<file path="config.mk">
export PLATFORM = sky130hd
export DESIGN_NAME = pc_fetch
export DESIGN_NICKNAME = d
export VERILOG_FILES = /design/src/rtl/pc_fetch.sv
export SDC_FILE = /design/constraint.sdc
export NUM_CORES = 1
export LEC_CHECK = 0
export BUFFER_PORTS_ARGS = -buffer_cell sky130_fd_sc_hd__buf_2
export CAP_MARGIN = 20
export CORE_MARGIN = 2
export CORE_UTILIZATION = 35
export CTS_BUF_LIST = sky130_fd_sc_hd__clkbuf_8
export DETAILED_ROUTE_END_ITERATION = 8
export HOLD_SLACK_MARGIN = 0.12
export PLACE_DENSITY = 0.72
export SLEW_MARGIN = 40
export SYNTH_ARGS = -nofsm -noshare
export SYNTH_HDL_FRONTEND = slang
export SYNTH_SLANG_ARGS = --single-unit
</file>
<file path="constraint.sdc">
create_clock -name clk -period 2 [get_ports clk]
set_input_delay 0.2 -clock clk [delete_from_list [all_inputs] [get_ports clk]]
set_output_delay 0.2 -clock clk [all_outputs]
set_load 0.05 [all_outputs]
</file>
<file path="src/rtl/pc_fetch.sv">
// Fetch-stage PC register and instruction-memory handshake (IDLE/FETCH/HOLD); instr_valid one cycle after imem_ack.
// Backpressure: HOLD keeps instr until decode is ready and no stall; redirect overrides everything.
module pc_fetch #(
  parameter logic [31:0] RESET_PC = 32'h0040_0000
) (
  input  logic        clk,
  input  logic        rst_n,
  input  logic [31:0] next_pc,
  input  logic        redirect,
  input  logic [31:0] redirect_pc,
  input  logic        stall,
  output logic        imem_req,
  output logic [31:0] imem_addr,
  input  logic        imem_ack,
  input  logic [31:0] imem_rdata,
  output logic        instr_valid,
  input  logic        instr_ready,
  output logic [31:0] instr,
  output logic [31:0] pc_out,
  output logic [31:0] pc_plus4,
  output logic        align_err
);

  typedef enum logic [1:0] {IDLE, FETCH, HOLD} state_t;

  state_t      state;
  logic [31:0] pc;

  assign pc_out    = pc;
  assign imem_addr = pc;
  assign pc_plus4  = pc + 32'd4;

  always_ff @(posedge clk or negedge rst_n) begin
    if (!rst_n) begin
      state       <= IDLE;
      pc          <= RESET_PC;
      instr       <= 32'h0000_0000;
      instr_valid <= 1'b0;
      imem_req    <= 1'b0;
      align_err   <= 1'b0;
    end else begin
      align_err <= 1'b0;
      // Redirect wins over any pending ack, ready or stall in every state.
      if (redirect) begin
        pc          <= {redirect_pc[31:2], 2'b00};
        align_err   <= |redirect_pc[1:0];
        instr_valid <= 1'b0;
        imem_req    <= 1'b0;
        state       <= IDLE;
      end else begin
        case (state)
          IDLE: begin
            imem_req <= 1'b1;
            state    <= FETCH;
          end
          FETCH: begin
            if (imem_ack) begin
              instr       <= imem_rdata;
              instr_valid <= 1'b1;
              imem_req    <= 1'b0;
              state       <= HOLD;
            end
          end
          HOLD: begin
            if (instr_ready && !stall) begin
              pc          <= {next_pc[31:2], 2'b00};
              align_err   <= |next_pc[1:0];
              instr_valid <= 1'b0;
              imem_req    <= 1'b1;
              state       <= FETCH;
            end
          end
          default: begin
            imem_req <= 1'b0;
            state    <= IDLE;
          end
        endcase
      end
    end
  end

endmodule
</file>
# == Yosys cells after proc, flatten, opt, wreduce, memory -nomap -nowiden ==
# Cells that the tools add are included.
# word_totals
ff_bits,69
inputBits,102
out_inout_bits,131
wordCells,42
# op_classes
addsub,1
n_eq_ne,4
n_mux,18
n_bitwise,1
reduce_logical,12
# ops
op,n
32-bit 2-to-1 mux,3
32-bit by 3-bit adder with 32-bit output (second input constant),1
1-bit 2-to-1 mux,9
2-bit 2-to-1 mux,3
3-bit inequality test (second input constant),2
2-bit case mux with 3 select lines,1
3-bit AND reduction,2
2-bit AND reduction,2
2-bit nonzero test,2
2-bit OR reduction,2
1-bit case mux with 3 select lines,1
3-bit nonzero test,1
2-bit by 1-bit equality test with 1-bit output (second input constant),1
2-bit equality test (second input constant),1
2-bit logical NOT,1
1-bit case mux with 2 select lines,1
1-bit logical AND,1
1-bit logical NOT,1
1-bit NOT,1

# == Depth between registers and ports, before layout ==
# logic_depth
ltp_word,5
depth_mapped,5
mapped_depth_nobuf,5

# == Worst setup path after synthesis ==
# No wires, ideal clock.
# synth_timing
path_type,reg2out
from,register pc[2] (netlist: imem_addr[2])
to,output pc_plus4[24]
arrival_time_ns,2.514
required_time_ns,1.800
setup_slack_ns,-0.714
stages_incl_launch_ff,6
path_buffers,0
path_cell_list,dfrtp_1 > ha_1 > nand3_1 > nor2_1 > nand4_1 > xnor2_1
# synth_between
elab_chain_cells,1
# synth_lines
item,line_no,rtl
"start, declared",27,logic [31:0] pc;
"start signal, assigned",45,"pc <= {redirect_pc[31:2], 2'b00};"
"start signal, assigned",66,"pc <= {next_pc[31:2], 2'b00};"
32-bit by 3-bit adder with 32-bit output,31,assign pc_plus4 = pc + 32'd4;
"end, declared",20,"output logic [31:0] pc_plus4,"
# No other way between the ends.

# == Worst setup path in the final report ==
# layout_timing
from,register pc[21] (netlist: imem_addr[21])
to,output pc_plus4[27]
# Same word-level chain as after synthesis.

==> impl_results.md <==
* Status: finished with violations
* Failing checks: negative setup slack
* Util after Layout at 64.8%
* Initial antenna violation count at 0
* Max_cap viols at 0
* Vias at 3719
* Synth Area in Compound Gates at under 10%
* Unique masters post-synth at 29
* Pwr Total at 0.00569 W
* Synth top area cells: dfrtp_1 (45%), mux2_2 (10%), mux2i_1 (8.3%)
* TritonCTS Buffers at 9
* First-pass GRT wire length at approximately 19000 microns
* Vias in the first global route at 3848
* Placed cells at 690
* Synth Area in Simple Gates at 13.2%
* Clock Sinks at 66
* Yosys top cell area share at 45.2%
* Dpl ws at about 14 ps
* Setup violations, final at 19
* Critical-path maximum fanout at 5
* CP required at 1800 ps
* Fmax at ~460 MHz
* Syn avg cell area at around 11 sq um
* Die X-Extent at 105 microns
* Ys flop type: dfrtp_1
* DR DRC count at 0
* Initial core utilization at 35.5%
* Clock root cell: clkbuf_8
* Asr flop ratio synth at 100%
* PortBufs at 226
* H-Tree Depth at 3
* VDD IR-drop max at 0.713 mV
* Worst setup slack after layout at -190 ps
* RSZ-0062 raised after global routing: yes
* Register area share after synthesis at 45.9%
* Die Y at around 110 microns
* Setup tns final at -2090 ps
* R2r setup slk at 410 ps
* Lkg Pwr at approximately 3.1 nW
* Vias per inst at 4.74
* Area delta synth->final at 82.6%
* RD Place Congestion at 0.794
* WS Path Type: flop to primary output
* Worst r2r path cells at 4
* Minimum clock period at 2190 ps
* Core area at around 0.010 sq mm
* Hold Fails Final Rpt at 0
* Slew Limit Fails at 0
* Synth top cells by count: dfrtp_1 (65), buf_4 (36), nand2_1 (35), o21ai_0 (35), mux2_2 (32)
* Ys Warns at 0
* Post-DR wirelength/cell at approximately 16 microns
* Largest family of logic cells by synthesized area: multiplexers
* Layout Cells excl Fill at approximately 800
* Post-synth EDFFs at 0
* Wirelength, routed at 12200 microns
* Worst rel slew slack at 61.0%
* Skew final at 5.77 ps
* Period utilisation layout at 110%
* Synthesis-stage register bit count at 66
* I/O pins at between 200 and 250
* Adder-Cell Fraction of Synth Area at 0.348%
* Worst hold path type: input pin to flop
* CTS tree: yes
* Post-Syn Area at roughly 0.0036 sq mm
* R2r endpoint: instr[2]
* Total GRT Usage at 21.4%
* FF-to-FF Start: state[1]
* Die area at 0.0111 sq mm
* CTS max path bufs at 2
* WP data arrival at 1990 ps
* Worst-Skew Late Latency at 340 ps
* Post-synthesis mux area share at between 15 and 20%
* Synth area leader: dfrtp_1
* Most frequent cell after synthesis: dfrtp_1
* Initial DRC count at 203
* XOR/XNOR Fraction of Synth Area at just under 7%
* Worst slew pin tran at 586 ps
* Pwr dens at between 800 and 900 mW/mm^2
* Layout cells sized above 1 at 60.1%
* Critical Path End: pc_plus4[27]
* Fin nets at 747
* Crit end category: primary output
* Pin count of the biggest net entering global routing at 66
* Crit path from: imem_addr[21]
* Total grt overflow at 0
* DR pass1 iterations at 6
* Startpoint Class: flop
* Post-route ant nets at 0
* Antenna cell count at 0
* Mapped Cells at 340
* Row cnt at 37
* Dpl hpwl at roughly 8000 microns
* Worst-path clk slew at ~80 ps
[cells by family (layout without fill, tap and decap cells)]
family | count (synthesis) | count (layout)
AND/OR/NAND/NOR | 88 | 88
multiplexers | 62 | 62
buffers and inverters | 56 | 360
adder cells (fa/ha/maj) | 1 | 1
AO/OA/AOI/OAI | 38 | 38
XOR/XNOR | 28 | 28
other | 1 | 6
flip-flops | 66 | 66
[flip-flops by register name, summed over array words and instances (netlist names)]
register	flops
imem_req	1
state	1
instr_valid	1
align_err	1
instr	32
imem_addr	30
[what timing repair did]
| item | CTS | global route |
|---|---|---|
| buffers inserted | 7 | 8 |
| gates resized for setup | 64 | 20 |
| endpoints found under the hold margin | 80 | 0 |
| hold buffers | 63 | 0 |
| cloned | 1 | 1 |
| setup endpoints to repair | 22 | 25 |
| pin swaps | 21 | 19 |
[cells in the final DEF, fill, tap and decap left out, types with 2 or more instances in the layout]
master / instances
o21ai_0: 35
dfrtp_1: 44
inv_1: 4
xnor2_4: 16
nand2b_1: 2
nand2_4: 2
mux2_2: 32
xor2_1: 2
nand3_4: 6
and4_1: 2
and2_1: 2
dfrtp_2: 16
a21oi_1: 2
xnor2_1: 4
nand4_1: 15
dfrtp_4: 5
and3_4: 2
and3_1: 2
nor2_1: 6
nor2_4: 3
mux2i_1: 30
clkbuf_8: 12
dlygate4sd3_1: 63
nand2_1: 32
bufinv_16: 2
conb_1: 6
nor3_1: 2
nor4_4: 2
xnor2_2: 2
buf_6: 31
buf_4: 42
buf_2: 201
nand3_1: 3
xor2_2: 3
[layer usage]
metal | global-route usage (%) | vias up | share of wire [%]
li1 | - | 1745 | -
met1 | 23.6 | 1794 | 37
met2 | 41.0 | 163 | 56
met3 | 3.71 | 17 | 6.0
met4 | 7.14 | 0 | 1.8
met5 | 0 | - | 0
[layout make-up]
type                            instances  area, sq um
Fill cell                             761         3570
Timing Repair Buffer                  340         2340
Multi-Input combinational cell        223         2110
Sequential cell                        66         1690
Tap cell                              136          170
Clock buffer                           12          165
Clock inverter                          4         72.6
Inverter                                4         15.0
[where the power goes]
group | switching [W] | internal [W]
logic | 0.00181 | 0.000812
registers | 0.000164 | 0.00158
clock network | 0.000516 | 0.000803
total | 0.00249 | 0.00320
[stage by stage]
| step | area [sq um] | hold WS, ps |
|---|---|---|
| after floorplan | 4050 | -95.6 |
| after global placement | 5300 | 189 |
| after detailed placement | 5300 | 200 |
| after CTS | 6440 | 129 |
| after global routing | 6570 | 121 |
| final | 6570 | 138 |
[critical path, cell delays in order (launching register included)]
cell,delay [ps]
dfrtp_4,430
nand3_4,70
nor4_4,340
buf_6,160
nand4_1,230
xnor2_4,250
buf_8,170
[worst min path at each step]
stage	slack, ps	to	from	depth (start not counted)
after floorplan	-100	align_err	rst_n	0
after global placement	190	instr[12]	rst_n	1
after detailed placement	200	instr[11]	rst_n	1
after CTS	130	imem_addr[23]	redirect_pc[23]	3
after global routing	120	imem_addr[23]	redirect_pc[23]	3
final	140	imem_addr[23]	redirect_pc[23]	3
No activity file was read; power rests on OpenSTA's default activity.
